## config.mk

```make
export PLATFORM = sky130hd
export DESIGN_NAME = fifo_rd_drain
export DESIGN_NICKNAME = d
export VERILOG_FILES = /design/src/rtl/fifo_rd_drain.sv
export SDC_FILE = /design/constraint.sdc
export NUM_CORES = 1
export LEC_CHECK = 0
export BUFFER_PORTS_ARGS = -buffer_cell sky130_fd_sc_hd__buf_4
export CORE_UTILIZATION = 30
export CTS_CLUSTER_DIAMETER = 80
export DETAILED_ROUTE_END_ITERATION = 7
export PLACE_DENSITY = 0.5
export SKIP_LAST_GASP = 1
export SYNTH_ARGS = -nofsm -noshare
export SYNTH_HDL_FRONTEND = slang
export SYNTH_SLANG_ARGS = --single-unit
export TNS_END_PERCENT = 5
```

## constraint.sdc

```tcl
create_clock -name rclk -period 3.5 [get_ports rclk]
set_clock_uncertainty 0.1 [all_clocks]
set_input_delay 0.175 -clock rclk [delete_from_list [all_inputs] [get_ports rclk]]
set_output_delay 0.175 -clock rclk [all_outputs]
set_load 0.005 [all_outputs]
```

## src/rtl/fifo_rd_drain.sv

```systemverilog
// Read-side consumer for the fifo1 async FIFO: pops FWFT words into a 2-entry
// skid buffer, presents them on a valid/ready stream, and supports pause and flush.
module fifo_rd_drain #(
    parameter int DATASIZE = 8,
    parameter int CNTW     = 16
) (
    input  logic                rclk,
    input  logic                rrst,
    input  logic                en,
    input  logic                flush,
    input  logic                rempty,
    input  logic [DATASIZE-1:0] rdata,
    output logic                rinc,
    output logic [DATASIZE-1:0] m_data,
    output logic                m_valid,
    input  logic                m_ready,
    output logic [CNTW-1:0]     rd_count,
    output logic [CNTW-1:0]     drop_count,
    output logic                busy
);

    typedef enum logic [1:0] {
        IDLE  = 2'd0,
        RUN   = 2'd1,
        FLUSH = 2'd2
    } state_t;

    state_t              state;
    logic [1:0]          cnt;
    logic [DATASIZE-1:0] ent0;
    logic [DATASIZE-1:0] ent1;
    logic                push;
    logic                pop;
    logic                flush_entry;
    logic [1:0]          discard;

    function automatic logic [CNTW-1:0] sat_add(input logic [CNTW-1:0] a,
                                                input logic [1:0]      b);
        logic [CNTW:0] s;
        s = {1'b0, a} + {{(CNTW-1){1'b0}}, b};
        return s[CNTW] ? {CNTW{1'b1}} : s[CNTW-1:0];
    endfunction

    // Fetch uses only registered cnt so m_ready never reaches rinc combinationally.
    always_comb begin
        rinc = 1'b0;
        case (state)
            RUN:     rinc = !rempty && (cnt < 2'd2);
            FLUSH:   rinc = !rempty;
            default: rinc = 1'b0;
        endcase
    end

    assign push        = (state == RUN) && rinc;
    assign m_valid     = (cnt != 2'd0);
    assign pop         = m_valid && m_ready;
    assign m_data      = ent0;
    assign busy        = (state != IDLE) || m_valid;
    assign flush_entry = flush && (state != FLUSH);
    // Words left in the buffer after this edge's traffic are the ones thrown away.
    assign discard     = cnt + {1'b0, push} - {1'b0, pop};

    always_ff @(posedge rclk) begin
        if (rrst) begin
            state      <= IDLE;
            cnt        <= 2'd0;
            ent0       <= '0;
            ent1       <= '0;
            rd_count   <= '0;
            drop_count <= '0;
        end else begin
            case (state)
                IDLE: begin
                    if (flush)   state <= FLUSH;
                    else if (en) state <= RUN;
                end
                RUN: begin
                    if (flush)    state <= FLUSH;
                    else if (!en) state <= IDLE;
                end
                FLUSH: begin
                    if (!flush && rempty) state <= en ? RUN : IDLE;
                end
                default: state <= IDLE;
            endcase

            if (pop) rd_count <= rd_count + CNTW'(1);

            if (flush_entry) begin
                cnt        <= 2'd0;
                drop_count <= sat_add(drop_count, discard);
            end else if (state == FLUSH) begin
                if (rinc) drop_count <= sat_add(drop_count, 2'd1);
            end else begin
                case ({push, pop})
                    2'b10: begin
                        if (cnt == 2'd0) ent0 <= rdata;
                        else             ent1 <= rdata;
                        cnt <= cnt + 2'd1;
                    end
                    2'b01: begin
                        ent0 <= ent1;
                        cnt  <= cnt - 2'd1;
                    end
                    2'b11: begin
                        // push implies cnt<2, so only the single-entry case occurs
                        if (cnt == 2'd1) begin
                            ent0 <= rdata;
                        end else begin
                            ent0 <= ent1;
                            ent1 <= rdata;
                        end
                    end
                    default: ;
                endcase
            end
        end
    end

endmodule

```

Word level (Yosys, flattened, before mapping)

Index checks and enable logic that the tools add are counted.
W data, S select, Z words.

Add/subtract/negate cells: 7
Order comparisons: 1
Equality and inequality tests: 13
Multiplexer cells: 20
Bitwise gates (word level): 2
Reduce and logical (&&, ||, !) cells: 23

Operator list:

| operator                | number |
|---|---|
| $mux W16                | 5 |
| $mux W8                 | 4 |
| $pmux W8 S3             | 1 |
| $add A16 B1 Y17 const B | 1 |
| $add A16 B2 Y17         | 1 |
| $add A16 B1 Y16 const B | 1 |
| $pmux W8 S2             | 1 |
| $reduce_bool A2 Y1      | 6 |
| $mux W2                 | 5 |
| $ne A2 B2 Y1 const B    | 5 |
| $eq A2 B1 Y1 const B    | 3 |
| $eq A2 B2 Y1 const B    | 3 |
| $ne A3 B3 Y1 const B    | 2 |
| $pmux W2 S3             | 1 |
| $logic_and A1 B1 Y1     | 5 |
| $reduce_and A5 Y1       | 1 |
| $logic_not A2 Y1        | 2 |
| $pmux W2 S2             | 1 |
| $reduce_and A2 Y1       | 2 |
| $reduce_and A4 Y1       | 1 |
| $reduce_and A3 Y1       | 1 |
| $reduce_bool A3 Y1      | 1 |
| $add A2 B1 Y2           | 1 |
| $add A2 B1 Y2 const B   | 1 |
| other kinds (9)         | 11 |

Flip-flop bits (word level): 52
Input bits: 14
Output and inout bits: 43
Word-level logic and storage cells: 72

Logic depth before layout (Yosys ltp)

Gate-level depths: netlist of the first run.

Depth after elaboration: 9
Depth in mapped cells: 16
Gate-level depth less buffers: 15

Least setup slack after synthesis of the first run

OpenSTA, ideal clock, no wires.

Path type: flip-flop to flip-flop
Start: register state[0]
End: register drop_count[4]
Library setup time: 0.128 ns
Arrival: 3.250 ns
Data required time: 3.272 ns
Slack: 0.022 ns
Stages on the path, launching flop included: 17
Buffers on the path: 1
Clock period less this slack: 3.478 ns
Path through: dfxtp_1 inv_1 ha_1 bufbuf_16 a21oi_1 nor3b_1 nand2_1 ha_1 ha_1 xnor2_1 xnor2_1 fa_1 and3b_1 a21o_1 and3_2 mux2i_1 nor2_1

Word-level cells in the longest chain between the ends: 8
Elaborated cells between the ends (all ways): 14
Those cells by class: add/sub (3); eq/ne (3); mux (3); reduce/logical (5)

RTL lines:

| item                                                | line | text |
|---|---|---|
| start, declared                                     | 28   | `state_t state;` |
| start signal, assigned                              | 82   | `if (!flush && rempty) state <= en ? RUN : IDLE;` |
| $eq A2 B2 Y1 / $eq A2 B1 Y1 (equally long branches) | 47   | `case (state)` |
| $pmux W1 S2 *                                       | 47   |  |
| net rinc                                            | 13   | `output logic rinc,` |
| $logic_and A1 B1 Y1                                 | 54   | `assign push = (state == RUN) && rinc;` |
| $add A2 B1 Y2                                       | 61   | `assign discard = cnt + {1'b0, push} - {1'b0, pop};` |
| $sub A2 B1 Y2                                       | 61   |  |
| $add A16 B2 Y17                                     | 40   | `s = {1'b0, a} + {{(CNTW-1){1'b0}}, b};` |
| $mux W16                                            | 41   | `return s[CNTW] ? {CNTW{1'b1}} : s[CNTW-1:0];` |
| $mux W16                                            | 89   | `if (flush_entry) begin` |
| end signal, assigned                                | 91   | `drop_count <= sat_add(drop_count, discard);` |
| end signal, assigned                                | 93   | `if (rinc) drop_count <= sat_add(drop_count, 2'd1);` |
| end, declared                                       | 18   | `output logic [CNTW-1:0] drop_count,` |

The timed path passes the listed nets; every way through them passes the cells marked *.
A chain may end at the register's enable or synchronous reset.

Final worst setup path of the first run

Start: register state[0]
End: register drop_count[7]

Word-level cells in the longest chain between the ends: 8
Elaborated cells between the ends (all ways): 14
Those cells by class: add/sub (3); eq/ne (3); mux (3); reduce/logical (5)

RTL lines:

| item                                                | line |
|---|---|
| $eq A2 B2 Y1 / $eq A2 B1 Y1 (equally long branches) | 47, 92, 54 |
| $pmux W1 S2                                         | 47 |
| $logic_and A1 B1 Y1                                 | 54 |
| $add A2 B1 Y2                                       | 61 |
| $sub A2 B1 Y2                                       | 61 |
| $add A16 B2 Y17                                     | 40 |
| $mux W16                                            | 41 |
| $mux W16                                            | 89 |

Several ways; a longest one is shown, not always the timed one.

==> results of run 1 <==
[metrics by stage]
step	hold slack (ns)	std cells	TNS [ns]
floorplan	0.2189	339	0
global placement	0.3176	517	0
detailed placement	0.3247	517	-0.2719
CTS	0.0002429	533	0
global route	0.01286	535	-0.2252
finish	0.003279	535	0
[power by group through the flow]
stage	Sequential, mW	Clock (mW)	Combinational (mW)
final	0.628	0.385	0.179
after global routing	0.631	0.427	0.198
after CTS	0.628	0.403	0.173
after detailed placement	0.641	0	0.164
after global placement	0.640	0	0.166
after floorplan	0.634	0	0.121
[cells in the final DEF (no fill, tap or decap), types with 3 or more instances in the layout]
master,count
sky130_fd_sc_hd__a211oi_1,9
sky130_fd_sc_hd__a21oi_1,13
sky130_fd_sc_hd__a22oi_1,9
sky130_fd_sc_hd__a31o_2,3
sky130_fd_sc_hd__a31oi_1,3
sky130_fd_sc_hd__and2_1,3
sky130_fd_sc_hd__and3_1,8
sky130_fd_sc_hd__and4_1,4
sky130_fd_sc_hd__buf_4,66
sky130_fd_sc_hd__clkbuf_8,5
sky130_fd_sc_hd__dfxtp_1,50
sky130_fd_sc_hd__dlygate4sd3_1,7
sky130_fd_sc_hd__ha_1,15
sky130_fd_sc_hd__inv_1,14
sky130_fd_sc_hd__mux2i_1,11
sky130_fd_sc_hd__nand2_1,27
sky130_fd_sc_hd__nand3_1,15
sky130_fd_sc_hd__nand4_1,9
sky130_fd_sc_hd__nor2_1,46
sky130_fd_sc_hd__nor2b_1,6
sky130_fd_sc_hd__nor3_1,3
sky130_fd_sc_hd__o21ai_0,5
sky130_fd_sc_hd__or3_1,4
sky130_fd_sc_hd__xnor2_1,5
sky130_fd_sc_hd__xor2_1,12
[area by class of cell]
class                           count  area [um^2]  area share, %
Multi-Input combinational cell    259         1804          48.44
Sequential cell                    52         1044          28.01
Timing Repair Buffer               73        565.5          15.18
Tap cell                          129        161.4          4.333
Clock buffer                        5        68.82          1.847
Inverter                           14        52.55          1.411
Clock inverter                      3        28.78         0.7726
[worst max-delay path, delay by kind of cell (launching register included)]
| kind | cells | cell delay, ns |
|---|---|---|
| fa+ha+maj | 4 | 1.00 |
| buf+inv | 2 | 0.20 |
| compound gates | 2 | 0.30 |
| simple gates | 5 | 1.02 |
| flops | 1 | 0.38 |
| xor+xnor | 2 | 0.32 |
[worst paths after layout]
path,startpoint,to,slack [ns],depth (start not counted)
worst min-delay path,rdata[1],ent1[1],0.003,3
worst min register to register,state[0],state[0],0.39,2
worst max register to register,state[0],drop_count[7],0.09,15
worst max-delay path,state[0],drop_count[7],0.09,15
[cells by family after synthesis]
| family | after synthesis |
|---|---|
| adder cells (fa/ha/maj) | 16 |
| XOR/XNOR | 17 |
| AO/OA/AOI/OAI | 66 |
| buffers and inverters | 28 |
| multiplexers | 12 |
| AND/OR/NAND/NOR | 148 |
| flip-flops | 52 |
[layer usage]
| metal | up-vias | track usage, % | part of all wire, % |
|---|---|---|---|
| li1 | 1350 | - | - |
| met1 | 1272 | 19.85 | 48 |
| met2 | 60 | 23.80 | 46 |
| met3 | 9 | 3.244 | 5.2 |
| met4 | 0 | 4.682 | 1.1 |
| met5 | - | 0 | 0 |
[what timing repair did]
action,CTS,global route
gates resized for setup,2,6
buffers inserted,1,2
hold buffers,7,0
hold endpoints to repair,7,0
endpoints found under the setup margin,10,15
pin swaps,1,3
[sequential cells by signal (all words and copies together) (netlist names)]
name        cells
cnt             2
drop_count     16
ent1            8
m_data          8
rd_count       16
state           2
==> summary.txt, run 1 <==
Power and ir drop
  • Total power per unit cell area: 320.3 nW/um^2
  • Worst vdd ir: about 0.16 mV
  • Proportion of power drawn by combinational gates: around 15%
  • Net switching power of the design: around 350 uW
  • Sequential share of power: a little over half
  • Internal Power: 844.0 uW
  • Leak: between 1.5 and 2 nW
  • Part of the total power dissipated in the clock network: 32.3%
  • Tot Pwr: approximately 1.2 mW
  • Switching Fraction: between 20% and 30%

STA
  • Final WS setup: between 0.09 and 0.1 ns
  • Maximum clock frequency: between 200 and 300 MHz
  • Shortest period the worst path allows: roughly 3.4 ns
  • Pins over their slew limit: 0
  • Final period util: between 90% and 100%
  • Number of setup violations in the final report: 0
  • RSZ-0062 raised after global routing: true
  • Worst-case headroom to the max-slew limit: a little under half
  • Final Hold Vio Count: 0
  • Tightest Pin Transition: between 0.8 and 0.9 ns

GRT
  • Number of antenna violations at the first check in global routing: 0
  • GRT Residual Overflow: 0
  • Wire length of the first global-routing pass: ~12000 um
  • Vias in the first global route: ~2.4k
  • Combined global-route utilization of all metal layers: 14.86%
  • Largest net degree at the start of global routing: 56

Worst hold path
  • Path type of the worst min-delay path: input pin to register

Flow run
  • Count of maximum capacitance violations: 0

CTS
  • Clock buffer count from CTS: 5
  • TritonCTS clock tree: built
  • CTS root buf: sky130_fd_sc_hd__clkbuf_8
  • Insertion delay of the later-clocked pin in the worst-skew pair: 0.31 ns
  • CTS Buffer Depth: 2
  • Clock sink count: 52
  • Number of levels the H-tree was split into: 2
  • Clock-pin transition on the worst setup and hold timing paths: around 0.11 ns

Logic synthesis
  • Area fraction in and, or, nand and nor cells after synthesis: between 20% and 30%
  • Synth top area cells: sky130_fd_sc_hd__dfxtp_1 35%, sky130_fd_sc_hd__ha_1 6.3%, sky130_fd_sc_hd__nor2_1 5.8%
  • Most used flip-flop cell after synthesis: sky130_fd_sc_hd__dfxtp_1
  • Count of mapped cells out of synthesis: 339
  • Sequential-to-total area share from yosys stat: between 30% and 40%
  • Number of enable flip-flop cells after synthesis: 0
  • Async set-reset flop share out of synthesis: 0%
  • Yosys synthesis warning count: 0
  • Synthesized-area fraction occupied by ao, oa, aoi and oai cells: around 16%
  • Main combinational cell family by area after synthesis: simple AND/OR/NAND/NOR gates
  • Most numerous cell in the Yosys netlist: sky130_fd_sc_hd__dfxtp_1
  • Synth top cells by count: 52 x sky130_fd_sc_hd__dfxtp_1, 46 x sky130_fd_sc_hd__nor2_1, 28 x sky130_fd_sc_hd__nand2_1
  • Flops & latches, synth: between 50 and 60
  • Dominant cell type by area after synthesis: sky130_fd_sc_hd__dfxtp_1
  • Synthesized Nets: between 300 and 400
  • Synth cell types: between 60 and 70
  • Post-synthesis instance area: 2974 um^2
  • XOR/XNOR share of the synthesized area: approximately 5%
  • Syn avg cell area: a little under 9 um^2
  • Mux share of post-synthesis cell area: 4.081%
  • Post-synthesis share of cell area spent on full adders, half adders and majority gates: around 7.0%
  • Share of the synthesized area in the top cell type: a little over a third

Final layout
  • Post-route design area: approximately 3700 um^2
  • Share of cells above drive strength 1: between 20 and 30%
  • Final net count: 435
  • Ant diodes: 0
  • Syn-to-layout area delta: 25.24%
  • Number of filler instances in the final layout: roughly 960
  • Final core occ: around two fifths

Worst setup path
  • Critical path required time: between 3 and 4 ns
  • Worst-path maximum fanout: 4
  • Critical path, cell by cell: inv_1 > ha_1 > nor3b_4 > nand2_2 > ha_1 > ha_1 > xnor2_1 > xnor2_1 > buf_4 > fa_2 > nand4_1 > or4_4 > nand3_2 > a21oi_1 > o32ai_2
  • Startpoint kind of the worst setup timing path: register
  • Crit path top cell by count: sky130_fd_sc_hd__ha_1
  • Type of the setup path with the least slack: register to register
  • Endpoint arrival time on the critical path: about 3.5 ns
  • Crit end category: register
  • Largest incremental delay on the critical path: roughly 0.50 ns
  • Cell type of the slowest stage on the worst timing path: sky130_fd_sc_hd__or4_4

Placement
  • DP HPWL: between 5000 and 6000 um
  • Routability congestion estimate: roughly 0.84
  • Count of port buffers added during placement: 56
  • Minimum setup slack after placement: -0.06977 ns
  • Area after detailed placement: between 3000 and 4000 um^2

Floorplan
  • Effective utilization at floorplan: between 30% and 40%
  • Core Footprint: around 9400 um^2
  • Top-Level Pins: 57
  • Die height: 101.6 um
  • Die Span X: 101.6 um
  • Area enclosed by the die boundary: 10320 um^2
  • Cell Rows: 35

Detailed routing
  • Via total after detailed routing: about 2.7k
  • Routed via count divided by cell count: roughly 5.0
  • Number of remaining DRC errors: 0
  • Wire length per cell after detailed routing: roughly 14 um
  • Detailed Routing Iterations Pass 1: 4
  • ANT nets after route: 0
  • Total wire length after detailed routing: between 7000 and 8000 um
  • Initial DRC Count: 83

Run status
  • Run status: completed
Note: power is estimated with default switching activity, not from simulation.
==> run 2: changes to the inputs <==
--- a/config.mk
+++ b/config.mk
@@ -6,9 +6,11 @@
 export NUM_CORES = 1
 export LEC_CHECK = 0
 export BUFFER_PORTS_ARGS = -buffer_cell sky130_fd_sc_hd__buf_4
+export CORE_ASPECT_RATIO = 0.7
 export CORE_UTILIZATION = 30
 export CTS_CLUSTER_DIAMETER = 80
 export DETAILED_ROUTE_END_ITERATION = 7
+export MAX_ROUTING_LAYER = met4
 export PLACE_DENSITY = 0.5
 export SKIP_LAST_GASP = 1
 export SYNTH_ARGS = -nofsm -noshare
==> run 2 against run 1 <==
Non-clock buffer count fell by 7. Die area barely moved. Utilization rose by 1.1 points. Wire length is 3.2% higher. Global-route usage is 1.1 points higher. Flip-flop and latch count unchanged. Cell area rose by 1.9%. Power grew 11%. First-iteration DRC count is 58% higher.
==> summary.txt, run 2 (same netlist as run 1, synthesis figures left out) <==
Detailed routing
  • Routed via count divided by cell count: 5.078
  • Total wire length after detailed routing: 7832 um
  • Number of remaining DRC errors: 0
  • Detailed Routing Iterations Pass 1: 4
  • Wire length per cell after detailed routing: ~15 um
  • ANT nets after route: 0
  • Initial DRC Count: between 100 and 150
  • Via total after detailed routing: 2656

Worst setup path
  • Largest incremental delay on the critical path: between 0.6 and 0.7 ns
  • Type of the setup path with the least slack: register to register
  • Endpoint arrival time on the critical path: 3.43 ns
  • Crit end category: register
  • Critical path required time: 3.60 ns
  • Count of buffer and inverter cells on the critical path: 1
  • Critical path, cell by cell: inv_4 > ha_4 > nor3b_4 > nand2_2 > ha_4 > ha_2 > xnor2_2 > xnor2_2 > fa_2 > nand4_1 > or4_4 > nand3_4 > a21oi_1 > o32ai_1
  • Startpoint kind of the worst setup timing path: register
  • Crit path max-delay family: simple AND/OR/NAND/NOR gates
  • Cell type of the slowest stage on the worst timing path: sky130_fd_sc_hd__or4_4
  • Worst-path maximum fanout: 4

Final layout
  • Number of filler instances in the final layout: 930
  • Final net count: approximately 430
  • Share of cells above drive strength 1: 28.32%
  • Most common cell after layout, fill and taps aside: sky130_fd_sc_hd__buf_4
  • Ant diodes: 0
  • Most used cells in the layout excluding fill and tap cells: 66 x sky130_fd_sc_hd__buf_4, 49 x sky130_fd_sc_hd__dfxtp_1, 46 x sky130_fd_sc_hd__nor2_1
  • Total area of multi-input combinational cells: about 1900 um^2
  • Syn-to-layout area delta: 27.64%
  • Largest registers: drop_count (16), rd_count (16)
  • Register cell area after layout: roughly 1000 um^2

Floorplan
  • Area enclosed by the die boundary: a little over 10000 um^2
  • Cell Rows: 29
  • Top-Level Pins: 57
  • Die Span X: between 100 and 150 um
  • Die height: between 80 and 90 um
  • Effective utilization at floorplan: between 30% and 40%
  • Core Footprint: approximately 9300 um^2

Run status
  • Run status: completed

STA
  • Post-Route Hold Slack: between 0.02 and 0.025 ns
  • Number of setup violations in the final report: 0
  • Worst-case headroom to the max-slew limit: 43.59%
  • Final period util: a little over nine tenths
  • Shortest period the worst path allows: about 3.3 ns
  • Tightest Pin Transition: 0.8398 ns
  • Pins over their slew limit: 0
  • Maximum clock frequency: 300.1 MHz
  • Final Hold Vio Count: 0

CTS
  • Clock-pin transition on the worst setup and hold timing paths: 0.07 ns
  • CTS Buffer Depth: 2
  • TritonCTS clock tree: built
  • Clock buffer count from CTS: 5
  • CTS root buf: sky130_fd_sc_hd__clkbuf_16
  • Clock sink count: 52
  • Hold_buf cts: 0
  • Insertion delay of the later-clocked pin in the worst-skew pair: just under 0.3 ns
  • Number of levels the H-tree was split into: 2

GRT
  • Combined global-route utilization of all metal layers: approximately 16%
  • Wire length of the first global-routing pass: between 10000 and 15000 um
  • Vias in the first global route: between 2k and 2.5k
  • Largest net degree at the start of global routing: 56
  • GRT Residual Overflow: 0
  • Number of antenna violations at the first check in global routing: 0

Power and ir drop
  • Total power per unit cell area: 350.0 nW/um^2
  • Leak: 1.554 nW
  • Worst vdd ir: between 0.15 and 0.2 mV
  • Tot Pwr: roughly 1.3 mW

Flow run
  • Count of maximum capacitance violations: 0

Worst hold path
  • Path type of the worst min-delay path: input pin to register

Placement
  • DP HPWL: 5604 um
  • Count of port buffers added during placement: 56
  • Routability congestion estimate: 0.8502
## run 2: cell types whose count changed in the layout (fill, tap and decap cells not counted), moves of 2 or more
cell,change
sky130_fd_sc_hd__clkbuf_8,-5
sky130_fd_sc_hd__ha_4,+4
sky130_fd_sc_hd__ha_2,+2
sky130_fd_sc_hd__inv_1,-2
sky130_fd_sc_hd__inv_6,-2
sky130_fd_sc_hd__ha_1,-6
sky130_fd_sc_hd__xnor2_2,+2
sky130_fd_sc_hd__dfxtp_4,+2
sky130_fd_sc_hd__xnor2_1,-2
sky130_fd_sc_hd__dlygate4sd3_1,-7
sky130_fd_sc_hd__clkbuf_16,+5
## run 2: worst register-to-register path: stages (launching register included)
cell and delay (ns):
sky130_fd_sc_hd__dfxtp_4 0.39, sky130_fd_sc_hd__inv_4 0.06, sky130_fd_sc_hd__ha_4 0.26, sky130_fd_sc_hd__nor3b_4 0.20, sky130_fd_sc_hd__nand2_2 0.10, sky130_fd_sc_hd__ha_4 0.28
sky130_fd_sc_hd__ha_2 0.18, sky130_fd_sc_hd__xnor2_2 0.13, sky130_fd_sc_hd__xnor2_2 0.16, sky130_fd_sc_hd__fa_2 0.26, sky130_fd_sc_hd__nand4_1 0.10, sky130_fd_sc_hd__or4_4 0.61
sky130_fd_sc_hd__nand3_4 0.14, sky130_fd_sc_hd__a21oi_1 0.08, sky130_fd_sc_hd__o32ai_1 0.21
## run 2: path summary, 6_finish.rpt
path	from	slack [ns]	end	cells past startpoint
hold / removal	rdata[0]	0.02	ent1[0]	3
setup / recovery	state[0]	0.17	drop_count[9]	14
setup reg to reg	state[0]	0.17	drop_count[9]	14
hold reg to reg	m_data[0]	0.40	m_data[0]	2
## run 2: per-layer routing
metal / wire [um] / global-route usage, %
met5: 0 / -
met2: 3137 / 21.45
met3: 486 / 3.965
met1: 4107 / 22.87
met4: 101 / 5.051
## run 2: what timing repair did
action,in CTS,in global routing
setup endpoints to repair,8,15
gates resized for setup,2,25
pin swaps,2,8
buffers inserted,0,1
## run 2: layout make-up
type | instances | share of cell area, %
Multi-Input combinational cell | 259 | 49.93
Sequential cell | 52 | 27.65
Clock inverter | 2 | 0.4285
Clock buffer | 6 | 3.395
Tap cell | 124 | 4.087
Timing Repair Buffer | 66 | 13.05
Inverter | 14 | 1.450
## run 2: power by group
part / switching [mW] / leakage (nW) / internal (mW)
sequential: 0.0261 / 0.422 / 0.605
clock: 0.229 / 0.0671 / 0.267
combinational: 0.105 / 1.07 / 0.0952
## run 2: stage by stage
stage	instance area [um^2]	TNS, ns	setup WS (ns)	std cells	utilization [%]
final	3796	0	0.1679	523	40.71
after global routing	3796	-0.03482	-0.01254	523	40.71
after CTS	3661	0	0.01549	522	39.26
after detailed placement	3508	-0.07775	-0.02898	514	37.62
after global placement	3508	0	0.06241	514	37.62
after floorplan	2974	0	0.02222	339	-
